### src/rtl/topk_argmax_layer.sv
// Streaming top-K classifier head: ranks one score per beat, presents the K best per frame.
// Build option: define TOPK_SIGNED_EN to rank scores as two's complement instead of unsigned.
module topk_argmax_layer #(
   parameter int BIT_SIZE      = 8,
   parameter int NUM_CLASSES   = 10,
   parameter int TOP_K         = 3,
   parameter bit REVERSE_ORDER = 1'b1,
   localparam int IDX_W        = ($clog2(NUM_CLASSES) < 1) ? 1 : $clog2(NUM_CLASSES)
) (
   input  logic                      clk,
   input  logic                      rst,
   input  logic                      in_valid,
   output logic                      in_ready,
   input  logic [BIT_SIZE-1:0]       in_data,
   input  logic                      in_last,
   output logic                      out_valid,
   input  logic                      out_ready,
   output logic [TOP_K*IDX_W-1:0]    out_class,
   output logic [TOP_K*BIT_SIZE-1:0] out_score,
   output logic                      out_frame_err
);

   localparam int CNT_W = $clog2(TOP_K + 1);
   localparam logic [IDX_W-1:0] LAST_POS = IDX_W'(NUM_CLASSES - 1);

   typedef enum logic {SCAN, HOLD} state_t;

   state_t                            state_q;
   logic [IDX_W-1:0]                  pos_q;
   logic [TOP_K-1:0]                  vld_q, vld_d;
   logic [TOP_K-1:0][BIT_SIZE-1:0]    score_q, score_d;
   logic [TOP_K-1:0][IDX_W-1:0]       lpos_q, lpos_d;
   logic [TOP_K-1:0][IDX_W-1:0]       class_d;
   logic                              frame_err_q, frame_err_d;
   logic [TOP_K*IDX_W-1:0]            out_class_q;
   logic [TOP_K*BIT_SIZE-1:0]         out_score_q;
   logic                              out_err_q;
   logic [TOP_K-1:0]                  hit;
   logic [CNT_W-1:0]                  ins_p;
   logic                              accept;
   logic                              last_pos;

   function automatic logic score_ge(input logic [BIT_SIZE-1:0] a, input logic [BIT_SIZE-1:0] b);
`ifdef TOPK_SIGNED_EN
      return $signed(a) >= $signed(b);
`else
      return a >= b;
`endif
   endfunction

   assign in_ready      = rst && (state_q == SCAN);
   assign out_valid     = (state_q == HOLD);
   assign out_class     = out_class_q;
   assign out_score     = out_score_q;
   assign out_frame_err = out_err_q;

   assign accept      = in_valid && in_ready;
   assign last_pos    = (pos_q == LAST_POS);
   assign frame_err_d = frame_err_q | (accept & (in_last != last_pos));

   // Insertion point: entries that tie with the new score stay ahead of it.
   always_comb begin
      ins_p = '0;
      for (int k = 0; k < TOP_K; k++) begin
         ins_p = ins_p + CNT_W'(hit[k]);
      end
   end

   generate
      for (genvar gi = 0; gi < TOP_K; gi++) begin : g_slot
         logic ins_here;
         logic shift_in;

         assign hit[gi]  = vld_q[gi] && score_ge(score_q[gi], in_data);
         assign ins_here = (ins_p == CNT_W'(gi));
         assign shift_in = (ins_p < CNT_W'(gi));

         if (gi == 0) begin : g_head
            assign vld_d[gi]   = ins_here ? 1'b1    : vld_q[gi];
            assign score_d[gi] = ins_here ? in_data : score_q[gi];
            assign lpos_d[gi]  = ins_here ? pos_q   : lpos_q[gi];
         end else begin : g_tail
            assign vld_d[gi]   = ins_here ? 1'b1    : shift_in ? vld_q[gi-1]   : vld_q[gi];
            assign score_d[gi] = ins_here ? in_data : shift_in ? score_q[gi-1] : score_q[gi];
            assign lpos_d[gi]  = ins_here ? pos_q   : shift_in ? lpos_q[gi-1]  : lpos_q[gi];
         end

         assign class_d[gi] = REVERSE_ORDER ? (LAST_POS - lpos_d[gi]) : lpos_d[gi];
      end
   endgenerate

   always_ff @(posedge clk) begin
      if (!rst) begin
         state_q     <= SCAN;
         pos_q       <= '0;
         vld_q       <= '0;
         score_q     <= '0;
         lpos_q      <= '0;
         frame_err_q <= 1'b0;
         out_class_q <= '0;
         out_score_q <= '0;
         out_err_q   <= 1'b0;
      end else begin
         case (state_q)
            SCAN: begin
               if (accept) begin
                  vld_q       <= vld_d;
                  score_q     <= score_d;
                  lpos_q      <= lpos_d;
                  frame_err_q <= frame_err_d;
                  // Frame length is fixed; in_last only feeds the error flag.
                  if (last_pos) begin
                     pos_q       <= '0;
                     state_q     <= HOLD;
                     out_class_q <= class_d;
                     out_score_q <= score_d;
                     out_err_q   <= frame_err_d;
                  end else begin
                     pos_q <= pos_q + 1'b1;
                  end
               end
            end
            HOLD: begin
               if (out_ready) begin
                  vld_q       <= '0;
                  frame_err_q <= 1'b0;
                  state_q     <= SCAN;
               end
            end
            default: state_q <= SCAN;
         endcase
      end
   end

endmodule

### config.mk
export PLATFORM = sky130hd
export DESIGN_NAME = topk_argmax_layer
export DESIGN_NICKNAME = d
export VERILOG_FILES = /design/src/rtl/topk_argmax_layer.sv
export SDC_FILE = /design/constraint.sdc
export NUM_CORES = 1
export LEC_CHECK = 0
export BUFFER_PORTS_ARGS = -buffer_cell sky130_fd_sc_hd__buf_2
export CELL_PAD_IN_SITES_DETAIL_PLACEMENT = 1
export CELL_PAD_IN_SITES_GLOBAL_PLACEMENT = 2
export CORE_MARGIN = 4
export CORE_UTILIZATION = 35
export CTS_CLUSTER_DIAMETER = 200
export DETAILED_ROUTE_END_ITERATION = 8
export PLACE_DENSITY_LB_ADDON = 0.1
export SYNTH_ARGS = -nofsm -noshare
export SYNTH_HDL_FRONTEND = slang
export SYNTH_SLANG_ARGS = --single-unit
### constraint.sdc
create_clock -name clk -period 3.35 [get_ports clk]
set_input_delay 0.1675 -clock clk [delete_from_list [all_inputs] [get_ports clk]]
set_output_delay 0.1675 -clock clk [all_outputs]
set_load 0.02 [all_outputs]
Word-level counts from Yosys, hierarchy flattened. Index checks and enable logic that the tools add are counted.

Bits in registers: 82. Input bits: 13. Output and inout bits: 39. Logic and storage cells: 76.

Add/sub/neg operators: 6. Order comparisons: 5. Equality and inequality tests: 9. Muxes and demuxes: 26. Bitwise logic cells: 3. Reductions and logical operators: 12.

Operators by type and width (number): $mux W8 (5); $ge A8 B8 Y1 (3); $mux W4 (6); $reduce_and A3 Y1 (4); $sub A4 B4 Y4 const A (3); $mux W1 (10); $mux W3 (2); $ne A2 B2 Y1 const B (3); $ne A3 B3 Y1 const B (2); $pmux W3 S2 (1); $logic_and A1 B1 Y1 (5); $add A4 B1 Y4 const B (1); $eq A4 B4 Y1 const B (1); $pmux W1 S2 (2); $reduce_and A2 Y1 (2); $add A1 B1 Y2 (1); $add A2 B1 Y2 (1); $eq A2 B1 Y1 const B (1); $eq A2 B2 Y1 const B (1); $logic_not A2 Y1 (1); $lt A2 B1 Y1 const B (1); $lt A2 B2 Y1 const B (1); $and A1 B1 Y1 (1); $ne A1 B1 Y1 (1); other kinds (2) (2).

Depth between registers and ports, before layout.
Depth in word-level cells: 9. Gate-level depth with buffers: 15. Gate-level depth less buffers: 13.

Least setup slack after synthesis. No wires, ideal clock.

Path type: flip-flop to flip-flop. Start: register score_q[0] (netlist name). End: register out_class_q[7], in the netlist out_class[7]. Setup time: 0.070 ns. Data arrival time: 2.714 ns. Required time: 3.280 ns. Slack: 0.566 ns. Stages on the path, launching flop included: 16. Path buffers: 2. Period minus slack after synthesis: 2.784 ns. Cells stage by stage: dfxtp_1 inv_1 ha_1 nand2b_1 a21oi_1 o21ai_0 a22oi_1 fa_1 buf_4 buf_4 mux2i_1 nand2_1 o21ai_0 ha_1 xor2_1 a21oi_1.

Longest elaborated chain between the ends: 8. Elaborated cells on any way between the ends: 9. Classes of those cells: 3 x add/sub; 2 x order compare; 1 x eq/ne; 2 x mux; 1 x reduce/logical.

Ends and longest elaborated chain: from (decl) (line 31) `logic [TOP_K-1:0][BIT_SIZE-1:0] score_q, score_d;`; from (signal assigned) (line 108) `score_q <= score_d;`; $ge A8 B8 Y1 * (line 47) `return a >= b;`; $logic_and A1 B1 Y1 * (line 74) `assign hit[gi] = vld_q[gi] && score_ge(score_q[gi], in_data);`; $add A1 B1 Y2 * (line 65) `ins_p = ins_p + CNT_W'(hit[k]);`; $add A2 B1 Y2 * (line 65); $lt A2 B1 Y1 (line 76) `assign shift_in = (ins_p < CNT_W'(gi));`; $mux W4 (line 85) `assign lpos_d[gi] = ins_here ? pos_q : shift_in ? lpos_q[gi-1] : lpos_q[gi];`; $mux W4 * (line 85); $sub A4 B4 Y4 * (line 88) `assign class_d[gi] = REVERSE_ORDER ? (LAST_POS - lpos_d[gi]) : lpos_d[gi];`; to (signal assigned) (line 115) `out_class_q <= class_d;`; to (decl) (line 35) `logic [TOP_K*IDX_W-1:0] out_class_q;`.

Every way passes the cells marked *; elsewhere a longest branch is shown, timed or not. A chain may end at the register's enable or synchronous reset.

Final worst setup path. Same ends and word-level chain as after synthesis.

==> flow_summary_export.csv <==
group,metric,value,unit
setup_path,timing.critical_path.cells,"inv_1 > ha_1 > nand2b_1 > a21oi_1 > o21ai_0 > a22oi_1 > fa_1 > buf_4 > mux2_2 > mux2i_1 > ha_1 > xor2_1 > a21oi_1",
worst_hold_path,min_delay_path_depth,3,
routing,routedWlPerCell,16.5,um
setup_path,worst_r2r_endpoint,"out_class[7]",
final_layout,areaGrowthSynthToFinish,12.9,%
synth,syn_area_per_cell,8.67,um^2
setup_path,stage_delay_of_the_slowest_cell_on_the_critical_path,0.58,ns
synth,synth_largest_type_area_fraction,0.380,
clocking,cts.sinks,82,
final_layout,layout.core_utilization,0.405,
routing,drc_errors,0,
timing,fin_skew,0.00478,ns
synth,yosys_register_bits,82,
timing,worst_pin_slew,0.976,ns
clocking,cts_inserted_buffers,9,
global_route,gr-usage-all-layers,0.171,
setup_path,worstPathMaxFanout,11,
timing,postLayoutSetupSlackWorst,0.255,ns
synth,synthesis.area,4320,um^2
synth,synth.area.mux_share,0.0729,
synth,ys_warn_count,0,
synth,yosys.area_share.xor_xnor,0.0122,
place,detailedPlace.worstSlack,0.230,ns
die,core_region_area,12100,um^2
synth,synth_cell_types,46,
synth,yosys.area_share.simple,0.185,
worst_hold_path,hold_path_startpoint,"in_data[7]",
setup_path,endpoint_kind,"flip-flop",
place,hpwl,8380,um
routing,first_pass_iters,4,
clocking,worst_setup_hold_path_clk_slew,0.06,ns
timing,slew_headroom,0.347,
timing,timing.final.crit_period,3.10,ns
synth,synthArstFlopShare,0,
die,core.rowCount,40,
synth,synth_enable_flop_cells,0,
die,io-pin-count,52,
clocking,cts_max_level,3,
timing,max_freq,0.323,GHz
setup_path,reg2reg_depth,13,
timing,finalSetupTns,0,ns
routing,routed_vias_inst,5.07,
synth,synth_adder_area_share,0.0828,
timing,timing_max_transition_violations_final,0,
clocking,clock-root-buffer,"sky130_fd_sc_hd__clkbuf_16",
setup_path,crit_family,"adder cells",
setup_path,critPathKind,"reg -> reg",
place,total_of_buffers_placed_on_input_and_output_ports,51,
global_route,first_global_vias,3709,
synth,synth_top_family_by_area,"compound AO/OA/AOI/OAI gates",
synth,synth_commonest_cells,"sky130_fd_sc_hd__nand2_1, sky130_fd_sc_hd__dfxtp_1, sky130_fd_sc_hd__o21ai_0",
timing,finalHoldViolCount,0,
setup_path,critPathSlowestCell,"sky130_fd_sc_hd__fa_1",
global_route,grt_first_pass_wirelength,19200,um
flow_run,maxCapViolCount,0,
routing,via_count_of_the_routed_design,3564,
synth,synth_top_cells_by_area,"sky130_fd_sc_hd__dfxtp_1, sky130_fd_sc_hd__nand2_1, sky130_fd_sc_hd__ha_1",
routing,antenna_violating_nets_post_route,0,
setup_path,r2r_setup_slack,0.25,ns
power,p_leak,2.48,nW
run_status,outcome,"finished clean",
setup_path,worstPathBufferInverterCount,2,
global_route,antenna_found_initial,1,
global_route,grt_max_degree,57,
setup_path,launching_point_of_the_worst_reg2reg_path,"score_q[0]",
synth,postSynth.topFlopCell,"sky130_fd_sc_hd__dfxtp_1",
global_route,overflow,0,
synth,synth_compound_gate_area_share,0.200,
power,irDropWorstVdd,0.241,mV
timing,post-route-period-util,0.924,
power,report.power.total,0.00213,W
synth,mappedNetlistNets,540,
timing,rsz_0062_raised_after_global_routing,"no",
die,die_area,14200,um^2
setup_path,worst_ep_arrival_time,3.30,ns
place,placer_congestion_estimate,0.773,
timing,fin_worst_hold_slack,0.0753,ns
worst_hold_path,worst_hold_path.endpoint,"score_q[7]",
power,powerDensity,436,nW/um^2
final_layout,layout-drive-gt1-share,0.155,
timing,total_of_endpoints_with_negative_setup_slack_in_the_final_report,0,
synth,post-synth-top-count-cell,"sky130_fd_sc_hd__nand2_1",
clocking,tritoncts,"built",
worst_hold_path,worstHoldPathType,"in -> reg",
synth,synth.yosys.seq_area_share,0.380,
clocking,clockBufferDepth,2,
clocking,post_cts.repair.setup_buffers,0,
die,die_y,119,um
final_layout,insertedDiodeCount,0,
die,die_width,119,um
die,start_util,0.359,
routing,wl,11600,um
synth,synth_cells,499,
routing,initialDrtViolationCount,156,
final_layout,num-nets-final,574,
clocking,insertion_delay,0.34,ns
synth,post-synth-top-area-cell,"sky130_fd_sc_hd__dfxtp_1",
setup_path,cp_data_required_time,3.55,ns
setup_path,crit_start_category,"flip-flop",
## cells by family (layout without fill, tap and decap cells)
group | Yosys count | after routing
and+or+nand+nor | 170 | 170
AOI/OAI and AO/OA | 133 | 133
DFF | 82 | 82
buffers and inverters | 49 | 85
muxes | 31 | 31
adders and majority gates | 28 | 28
xor gates and xnor gates | 6 | 6
## repair_timing
item,4_1_cts,5_1_grt
hold buffers,0,0
gates resized for setup,0,2
setup endpoints to repair,0,1
## registers in the layout, summed over array words and instances (netlist names)
signal and flops:
frame_err_q 1, score_q 24, out_class 12, lpos_q 12, out_valid 1, out_frame_err 1, pos_q 4, out_score 24
vld_q 3
## cells in the final DEF, fill, tap and decap left out, drive strengths merged, types with 3 or more instances in the layout
cell type	count
nor2	18
clkbuf	13
nand2	91
nor2b	5
ha	27
a21boi	22
o211ai	7
and2	6
mux2i	27
o211a	12
and3	17
nand2b	5
dfxtp	82
a22oi	3
a21o	16
xor2	4
buf	62
o21ai	43
a21oi	27
nand3	19
inv	10
mux2	4
## power by group
part / internal [W] / total (W) / switching, W / leakage, nW
sequential: 0.00100 / 0.00103 / 0.0000272 / 0.664
clock: 0.000530 / 0.000897 / 0.000367 / 0.128
combinational: 0.0000835 / 0.000206 / 0.000123 / 1.69
## per-stage QoR
step	cell area [um^2]	cells
5_1_grt	4880	703
2_1_floorplan	4320	499
3_3_place_gp	4620	690
6_report	4880	703
3_5_place_dp	4620	690
4_1_cts	4880	703
## cell type report
type	instances	area [um^2]
Clock buffer	13	260
Fill cell	1457	7180
Inverter	10	37.5
Multi-Input combinational cell	368	2390
Sequential cell	82	1640
Tap cell	168	210
Timing Repair Buffer	62	342
## worst min-delay path: cells and delay by family
kind	cells	cell delay, ns
buffers and inverters	1	0.11
AOI/OAI and AO/OA	1	0.06
and+or+nand+nor	1	0.05
## metal layers
metal  vias to the layer above  global-route usage  wire [um]
li1                       1799                   -          -
met1                      1711               0.192       5030
met2                        35               0.309       6000
met3                        19              0.0361        317
met4                         0              0.0724        249
met5                         -                   0          0
## worst max-delay path by stage
stage,start,to,slack (ns),cells after the start
floorplan,score_q[0],out_class[7],0.57,15
global placement,in_data[5],out_class[7],0.27,13
detailed placement,score_q[0],out_class[7],0.23,13
CTS,score_q[0],out_class[7],0.21,13
global route,score_q[0],out_class[7],0.01,13
finish,score_q[0],out_class[7],0.25,13
Note: power is estimated with default switching activity, not from simulation.
